[config.mk]
export PLATFORM = sky130hd
export DESIGN_NAME = pc_sequencer_flat
export DESIGN_NICKNAME = d
export VERILOG_FILES = /design/src/rtl/pc_seq_pkg.sv /design/src/rtl/pc_sequencer_if.sv /design/src/rtl/pc_flush_timer.sv /design/src/rtl/pc_sequencer.sv /design/src/flat_wrapper.sv
export SDC_FILE = /design/constraint.sdc
export NUM_CORES = 1
export LEC_CHECK = 0
export ABC_AREA = 1
export CORE_MARGIN = 2
export CORE_UTILIZATION = 40
export CTS_CLUSTER_SIZE = 25
export DETAILED_ROUTE_END_ITERATION = 8
export GPL_TIMING_DRIVEN = 0
export PLACE_DENSITY = 0.73
export SYNTH_ARGS = -nofsm -noshare
export SYNTH_HDL_FRONTEND = slang
export SYNTH_SLANG_ARGS = --single-unit
[constraint.sdc]
create_clock -name clk -period 4.7 [get_ports clk]
set_clock_uncertainty 0.05 [all_clocks]
set_input_delay 0.705 -clock clk [delete_from_list [all_inputs] [get_ports clk]]
set_output_delay 0.705 -clock clk [all_outputs]
set_load 0.01 [all_outputs]
[src/rtl/pc_seq_pkg.sv]
// pc_seq_pkg: shared types and constants for the fetch-stage program counter.
//   pc_state_e       : sequencer state (BOOT, RUN, FLUSH, HALT)
//   DEF_RESET_VECTOR : default PC after reset
//   DEF_EXC_VECTOR   : default exception handler entry
//   FLUSH_CNT_W      : width of the post-redirect flush counter
//   misaligned()     : true when a word-fetch target has nonzero low bits
package pc_seq_pkg;

  typedef enum logic [1:0] {
    BOOT  = 2'd0,
    RUN   = 2'd1,
    FLUSH = 2'd2,
    HALT  = 2'd3
  } pc_state_e;

  localparam logic [31:0] DEF_RESET_VECTOR = 32'h0040_0000;
  localparam logic [31:0] DEF_EXC_VECTOR   = 32'h8000_0180;
  localparam int          FLUSH_CNT_W      = 3;

  function automatic logic misaligned(input logic [1:0] lsb);
    return lsb != 2'b00;
  endfunction

endpackage

[src/rtl/pc_sequencer_if.sv]
// pc_sequencer_if: control/status bundle between hazard/branch/exception logic
// and the program counter sequencer.
//   master : control side; drives stall/redirect/exception/eret/halt requests,
//            observes the fetch address and qualifiers.
//   slave  : the sequencer itself.
interface pc_sequencer_if #(
  parameter int N_BITS = 32
);
  logic              stall_i;
  logic              redirect_i;
  logic [N_BITS-1:0] redirect_pc_i;
  logic              exc_i;
  logic [N_BITS-1:0] exc_pc_i;
  logic              eret_i;
  logic              halt_i;

  logic [N_BITS-1:0] pc_o;
  logic [N_BITS-1:0] pc_seq_o;
  logic              fetch_valid_o;
  logic              flush_o;
  logic [N_BITS-1:0] epc_o;
  logic              halted_o;
  logic              misalign_o;

  modport master (
    output stall_i, redirect_i, redirect_pc_i, exc_i, exc_pc_i, eret_i, halt_i,
    input  pc_o, pc_seq_o, fetch_valid_o, flush_o, epc_o, halted_o, misalign_o
  );

  modport slave (
    input  stall_i, redirect_i, redirect_pc_i, exc_i, exc_pc_i, eret_i, halt_i,
    output pc_o, pc_seq_o, fetch_valid_o, flush_o, epc_o, halted_o, misalign_o
  );
endinterface

[src/rtl/pc_flush_timer.sv]
// pc_flush_timer: loadable down-counter that times the bubble window after a
// redirect, exception or ERET.
//   clk, reset : clock, asynchronous active-low reset
//   load_i     : load load_val_i (takes precedence over counting)
//   load_val_i : window length in cycles
//   done_o     : high in the last cycle of the window (count == 1)
module pc_flush_timer
  import pc_seq_pkg::*;
(
  input  logic                   clk,
  input  logic                   reset,
  input  logic                   load_i,
  input  logic [FLUSH_CNT_W-1:0] load_val_i,
  output logic                   done_o
);

  logic [FLUSH_CNT_W-1:0] cnt_q, cnt_d;

  always_comb begin
    cnt_d = cnt_q;
    if (load_i)
      cnt_d = load_val_i;
    else if (cnt_q != '0)
      cnt_d = cnt_q - FLUSH_CNT_W'(1);
  end

  always_ff @(posedge clk or negedge reset) begin
    if (!reset) cnt_q <= '0;
    else        cnt_q <= cnt_d;
  end

  assign done_o = (cnt_q == FLUSH_CNT_W'(1));

endmodule

[src/rtl/pc_sequencer.sv]
// pc_sequencer: fetch-stage program counter with stall hold, branch/jump
// redirect, exception vectoring with EPC capture, ERET, halt and a post-redirect
// flush window.
//   clk, reset : clock, asynchronous active-low reset
//   bus        : pc_sequencer_if.slave
//                inputs  stall_i, redirect_i/redirect_pc_i, exc_i/exc_pc_i,
//                        eret_i, halt_i
//                outputs pc_o, pc_seq_o, fetch_valid_o, flush_o, epc_o,
//                        halted_o, misalign_o
// Optional feature macro: PC_ALIGN_CHK_EN -- redirect/ERET targets with nonzero
// low two bits vector to EXC_VECTOR instead, saving the bad target in EPC and
// pulsing misalign_o. Without it targets load as given and misalign_o is 0.
module pc_sequencer
  import pc_seq_pkg::*;
#(
  parameter int unsigned       N_BITS       = 32,
  parameter logic [N_BITS-1:0] RESET_VECTOR = DEF_RESET_VECTOR,
  parameter logic [N_BITS-1:0] EXC_VECTOR   = DEF_EXC_VECTOR,
  parameter int unsigned       PC_INC       = 4,
  parameter int unsigned       FLUSH_CYCLES = 1
) (
  input  logic           clk,
  input  logic           reset,
  pc_sequencer_if.slave  bus
);

  pc_state_e         state_q, state_d;
  logic [N_BITS-1:0] pc_q, pc_d;
  logic [N_BITS-1:0] epc_q, epc_d;
  logic [N_BITS-1:0] pc_seq;
  logic [N_BITS-1:0] tgt;
  logic              enter_exc, enter_tgt, bad_tgt;
  logic              tmr_load, tmr_done;

  assign pc_seq = pc_q + N_BITS'(PC_INC);

  // Event decode. Exceptions win everywhere except BOOT; a target load is only
  // legal from RUN (eret beats redirect) or from HALT (redirect only).
  always_comb begin
    tgt       = bus.redirect_pc_i;
    enter_exc = 1'b0;
    enter_tgt = 1'b0;
    if (state_q != BOOT)
      enter_exc = bus.exc_i;
    if (!bus.exc_i) begin
      if (state_q == RUN) begin
        enter_tgt = bus.eret_i | bus.redirect_i;
        if (bus.eret_i) tgt = epc_q;
      end else if (state_q == HALT) begin
        enter_tgt = bus.redirect_i;
      end
    end
  end

`ifdef PC_ALIGN_CHK_EN
  assign bad_tgt = misaligned(tgt[1:0]);
`else
  assign bad_tgt = 1'b0;
`endif

  // State register
  always_ff @(posedge clk or negedge reset) begin
    if (!reset) begin
      state_q <= BOOT;
      pc_q    <= RESET_VECTOR;
      epc_q   <= '0;
    end else begin
      state_q <= state_d;
      pc_q    <= pc_d;
      epc_q   <= epc_d;
    end
  end

  // Next-state / datapath
  always_comb begin
    state_d  = state_q;
    pc_d     = pc_q;
    epc_d    = epc_q;
    tmr_load = 1'b0;
    if (enter_exc || enter_tgt) begin
      // Every redirect-class event opens the bubble window; a zero-length
      // window goes straight back to RUN and fetches the target next cycle.
      tmr_load = 1'b1;
      state_d  = (FLUSH_CYCLES == 0) ? RUN : FLUSH;
      if (enter_exc) begin
        pc_d  = EXC_VECTOR;
        epc_d = bus.exc_pc_i;
      end else if (bad_tgt) begin
        pc_d  = EXC_VECTOR;
        epc_d = tgt;
      end else begin
        pc_d  = tgt;
      end
    end else begin
      unique case (state_q)
        BOOT:  state_d = RUN;
        RUN: begin
          if (bus.halt_i)        state_d = HALT;
          else if (!bus.stall_i) pc_d    = pc_seq;
        end
        FLUSH: if (tmr_done) state_d = RUN;
        HALT:  ;
        default: state_d = BOOT;
      endcase
    end
  end

  pc_flush_timer u_flush_timer (
    .clk        (clk),
    .reset      (reset),
    .load_i     (tmr_load),
    .load_val_i (FLUSH_CNT_W'(FLUSH_CYCLES)),
    .done_o     (tmr_done)
  );

`ifdef PC_ALIGN_CHK_EN
  logic mis_q;
  always_ff @(posedge clk or negedge reset) begin
    if (!reset) mis_q <= 1'b0;
    else        mis_q <= enter_tgt & bad_tgt;
  end
  assign bus.misalign_o = mis_q;
`else
  assign bus.misalign_o = 1'b0;
`endif

  // Outputs
  always_comb begin
    bus.pc_o          = pc_q;
    bus.pc_seq_o      = pc_seq;
    bus.epc_o         = epc_q;
    bus.fetch_valid_o = (state_q == RUN);
    bus.flush_o       = (state_q == FLUSH);
    bus.halted_o      = (state_q == HALT);
  end

endmodule
[src/flat_wrapper.sv]
// flat-port wrapper written by rule: the top's interface ports become plain ports
module pc_sequencer_flat import pc_seq_pkg::*;
#(
  parameter int unsigned       N_BITS       = 32,
  parameter logic [N_BITS-1:0] RESET_VECTOR = DEF_RESET_VECTOR,
  parameter logic [N_BITS-1:0] EXC_VECTOR   = DEF_EXC_VECTOR,
  parameter int unsigned       PC_INC       = 4,
  parameter int unsigned       FLUSH_CYCLES = 1
)
  (clk, reset, bus_stall_i, bus_redirect_i, bus_redirect_pc_i, bus_exc_i, bus_exc_pc_i, bus_eret_i, bus_halt_i, bus_pc_o, bus_pc_seq_o, bus_fetch_valid_o, bus_flush_o, bus_epc_o, bus_halted_o, bus_misalign_o);
  pc_sequencer_if #(.N_BITS(N_BITS)) bus_i ();
  input  logic clk;
  input  logic reset;
  input wire logic [$bits(bus_i.stall_i)-1:0] bus_stall_i;
  input wire logic [$bits(bus_i.redirect_i)-1:0] bus_redirect_i;
  input wire logic [$bits(bus_i.redirect_pc_i)-1:0] bus_redirect_pc_i;
  input wire logic [$bits(bus_i.exc_i)-1:0] bus_exc_i;
  input wire logic [$bits(bus_i.exc_pc_i)-1:0] bus_exc_pc_i;
  input wire logic [$bits(bus_i.eret_i)-1:0] bus_eret_i;
  input wire logic [$bits(bus_i.halt_i)-1:0] bus_halt_i;
  output wire logic [$bits(bus_i.pc_o)-1:0] bus_pc_o;
  output wire logic [$bits(bus_i.pc_seq_o)-1:0] bus_pc_seq_o;
  output wire logic [$bits(bus_i.fetch_valid_o)-1:0] bus_fetch_valid_o;
  output wire logic [$bits(bus_i.flush_o)-1:0] bus_flush_o;
  output wire logic [$bits(bus_i.epc_o)-1:0] bus_epc_o;
  output wire logic [$bits(bus_i.halted_o)-1:0] bus_halted_o;
  output wire logic [$bits(bus_i.misalign_o)-1:0] bus_misalign_o;
  assign bus_i.stall_i = bus_stall_i;
  assign bus_i.redirect_i = bus_redirect_i;
  assign bus_i.redirect_pc_i = bus_redirect_pc_i;
  assign bus_i.exc_i = bus_exc_i;
  assign bus_i.exc_pc_i = bus_exc_pc_i;
  assign bus_i.eret_i = bus_eret_i;
  assign bus_i.halt_i = bus_halt_i;
  assign bus_pc_o = bus_i.pc_o;
  assign bus_pc_seq_o = bus_i.pc_seq_o;
  assign bus_fetch_valid_o = bus_i.fetch_valid_o;
  assign bus_flush_o = bus_i.flush_o;
  assign bus_epc_o = bus_i.epc_o;
  assign bus_halted_o = bus_i.halted_o;
  assign bus_misalign_o = bus_i.misalign_o;
  pc_sequencer #(.N_BITS(N_BITS), .RESET_VECTOR(RESET_VECTOR), .EXC_VECTOR(EXC_VECTOR), .PC_INC(PC_INC), .FLUSH_CYCLES(FLUSH_CYCLES)) u_core (.clk(clk), .reset(reset), .bus(bus_i));
endmodule
### After elaboration in Yosys (flattened, before gate mapping)

Index checks and enable logic that the tools add are counted.

* flip-flop bits (word level): 69
* bits of input ports: 71
* output and inout bits: 100
* word-level logic and storage cells: 44

* add/sub/neg operators: 2
* eq/ne operators: 8
* multiplexer cells: 19
* bitwise operators: 1
* reductions and logical operators: 10

Operators with widths (number)
* $mux W32: 8
* $add A32 B3 Y32 const B: 1
* $mux W2: 3
* $mux W3: 2
* $pmux W2 S3: 1
* $reduce_and A3 Y1: 2
* $reduce_bool A2 Y1: 3
* $mux W1: 5
* $eq A2 B2 Y1 const B: 2
* $ne A2 B1 Y1 const B: 2
* $reduce_bool A4 Y1: 1
* $eq A3 B1 Y1 const B: 1
* $ne A3 B1 Y1 const B: 1
* $ne A3 B2 Y1 const B: 1
* $reduce_bool A3 Y1: 1
* $sub A3 B1 Y3 const B: 1
* $eq A2 B1 Y1 const B: 1
* $logic_not A2 Y1: 1
* $reduce_and A2 Y1: 1
* $logic_or A1 B1 Y1: 1
* $or A1 B1 Y1: 1

### Depth between registers and ports, before layout

* word-level depth: 7
* depth in mapped cells: 10
* mapped depth without buffers: 10

### Cells and area by module

A second synthesis with hierarchy kept.

* cells, all modules: 675
* area total of the unflattened synthesis: 4495.6 µm²

Modules (own cells, without submodules)
* pc_sequencer: instances 1, cells an instance 643, area each 4277.9 µm², seq. area each 1652.8 µm²
* pc_flush_timer: instances 1, cells an instance 32, area each 217.7 µm², seq. area each 75.1 µm²

### Worst setup path after synthesis

No wires, ideal clock.

* path type: reg2out
* start point: register u_core.pc_q[2], in the netlist u_core.bus.pc_o[2]
* end point: output port bus_pc_seq_o[16]
* arrival time: 1384 ps
* required time: 3945 ps
* path slack: 2561 ps
* stages on the path, launching flop included: 6
* path buffers: 0
* cell sequence: dfrtp_1 -> ha_1 -> nand3_1 -> nor2_2 -> nand3_1 -> xnor2_1

* longest elaborated chain between the ends: 1

Ends and longest elaborated chain
* from (decl): line pc_sequencer.sv:28 `logic [N_BITS-1:0] pc_q, pc_d;`
* from (signal assigned): line pc_sequencer.sv:69 `pc_q <= pc_d;`
* $add A32 B3 Y32: line pc_sequencer.sv:35 `assign pc_seq = pc_q + N_BITS'(PC_INC);`
* to (decl): line flat_wrapper.sv:22 `output wire logic [$bits(bus_i.pc_seq_o)-1:0] bus_pc_seq_o;`

Every way passes these cells.

### Final worst setup path

* start point: register u_core.pc_q[3], in the netlist u_core.bus.pc_o[3]
* end point: output port bus_pc_seq_o[28]

Same word-level chain as after synthesis.

==> flow_metrics.tcl <==
set metrics [dict create \
    status "finished, final reports clean" \
    synth-seq-area-share 0.404 \
    hold_path.class "in -> async" \
    cts-buffers-inserted 9 \
    timing.final.max_slew_violations 0 \
    cts_sinks 69 \
    p_leak_uw 0.00291 \
    crit_fanout 5 \
    finalNetCount 890 \
    timing.fmax_ghz 0.305 \
    ys_warn_count 0 \
    fin_util 0.607 \
    drt-total-wl_mm 14.5 \
    cts_tree "yes" \
    grt_overflow 0 \
    r2r_setup_slack_ns 2.79 \
    cts_root_buf "clkbuf_8" \
    io_pins 171 \
    gp_congestion 0.878 \
    wl_per_cell_um 15.2 \
    grt_start_max_net_pins 70 \
    setup_ws_ns 1.42 \
    yosys.area.top_type "dfrtp_1" \
    setup_violations 0 \
    p_total_uw 3540 \
    grt_antenna_before_repair 0 \
    synth_top_area_share 0.398 \
    ant_nets 0 \
    grt_pass1_wl_mm 23.4 \
    drtPass1Iterations 4 \
    cts_setup_buffers 0 \
    p_per_area_nw_per_um2 562 \
    rsz0062_at_grt "no" \
    netlist_area_um2 4270 \
    syn-num-nets 710 \
    place_ws_ns 1.81 \
    ys_ff_latch 69 \
    yosysMostFrequentCell "nand2_1" \
    synthTopCellsByCount "295 x nand2_1, 70 x nor2_1, 68 x dfrtp_1" \
    drt-initial-drc-count 249 \
    die-area_um2 11500 \
    clockBufferDepth 2 \
    cts_resized 0 \
    grt_usage 0.260 \
    dp_hpwl_mm 11.5 \
    slew_headroom 0.415 \
    postSynth.asyncResetShare 1.00 \
    tns_ns 0 \
    fin_crit_ns 3.28 \
    synth_ff_type "dfrtp_1" \
    die_h_um 107 \
    remaining_drc_errors 0 \
    vias_per_cell 4.91 \
    hold_violations 0 \
    core_area_um2 10400 \
    num_vias 4691 \
    syn_avg_cell_area_um2 6.73 \
    seq_area_um2 1730 \
    critPathKind "reg -> out" \
    netlist_instances 635 \
    critPathCaptureType "primary output" \
    required_ns 3.94 \
    fillCellCount 999 \
    antennaDiodeCount 0 \
    period_share 0.698 \
    synth_area_leaders "dfrtp_1 40%, nand2_1 26%, nor2_1 6.1%" \
    ctsHtreeMaxLevel 3 \
    syn_to_final_growth_pct 47.3 \
    ys_types 37 \
    hold_buffers 0 \
    clk_latency_ns 0.35 \
    cp-start-kind "flip-flop" \
    irDropWorstVdd_mv 0.219 \
    grt_pass1_vias 4737 \
    cp_data_arrival_time_ns 2.53 \
    drv_cap 0 \
    clkSlewWorstSetupHoldPaths_ns 0.07 \
    multi_input_area_um2 2280 \
    synth-edff-count 0 \
    die_w_um 107 \
    start_util 0.412 \
    drive_above_1_share 0.0561 \
    rows 37 \
    worst_pin_slew_ns 0.878 \
    port-buffer-count 169 \
]
## cells in the final DEF (no fill, tap or decap), types with 6 or more instances in the layout
cell	netlist	final
a21oi_1	41	41
and2_1	6	6
buf_2	9	9
buf_4	7	8
clkbuf_1	9	13
clkbuf_8	0	10
clkdlybuf4s50_1	0	168
dfrtp_1	68	68
inv_1	30	30
nand2_1	295	295
nand3_1	24	24
nor2_1	70	70
o211ai_1	10	10
o21ai_0	8	8
or2_0	8	8
xor2_1	8	8
## state kept, by name, summed over array words and instances, names as in the netlist
signal,count
u_core.bus.epc_o,32
u_core.bus.pc_o,32
u_core.state_q,2
u_core.u_flush_timer.cnt_q,3
## metrics by stage
step / instances / hold slack [ns] / cell area, um2
after floorplan: 635 / 0.359 / 4270
after global placement: 940 / 0.436 / 6130
after detailed placement: 940 / 0.437 / 6130
after CTS: 956 / 0.454 / 6290
after global routing: 956 / 0.471 / 6290
final: 956 / 0.425 / 6290
## critical path, stage by stage (launching register included)
cell and delay, ns:
dfrtp_1 0.42, ha_1 0.24, nand2_1 0.07, nor2_1 0.11
nand2_1 0.21, nor2_1 0.29, nand2_1 0.09, nand2_1 0.07
and2_1 0.14, clkdlybuf4s50_1 0.54
## final cells by class
type	count	area share
sequential	69	0.274
clock inverter	2	0.00159
multi-input combinational	507	0.363
inverter	34	0.0207
clock buffer	14	0.0242
buffer	25	0.0209
tap	136	0.0270
timing repair buffer	169	0.268
## layer usage
metal / GRT usage / vias to the layer above / share of wire
met5: 0 / - / 0
met4: 0.0971 / 0 / 0.028
met3: 0.0508 / 27 / 0.059
met2: 0.425 / 163 / 0.47
met1: 0.342 / 2149 / 0.44
li1: - / 2352 / -
## power by group
group,leakage (uW),switching [uW],internal (uW),total (uW)
combinational,0.00198,974,992,1970
sequential,0.000843,313,832,1140
clock,0.0000844,220,205,426
## worst paths after layout
kind	from	end	depth (start not counted)
worst max-delay path	u_core.bus.pc_o[3]	bus_pc_seq_o[28]	9
worst min-delay path	reset	u_core.bus.epc_o[9]	1
worst max register to register	u_core.state_q[1]	u_core.bus.pc_o[7]	7
worst min register to register	u_core.bus.epc_o[6]	u_core.bus.epc_o[6]	2
max in group asynchronous	reset	u_core.bus.pc_o[2]	1
min in group clk	u_core.bus.epc_o[6]	u_core.bus.epc_o[6]	2
## cells by family after synthesis
group,synth area share
flip-flops,0.404
XOR/XNOR,0.0246
AND/OR/NAND/NOR,0.400
adder cells (fa/ha/maj),0.0117
buffers and inverters,0.0612
AO/OA/AOI/OAI,0.0969
other,0.000878
(Power assumes the default switching activity.)
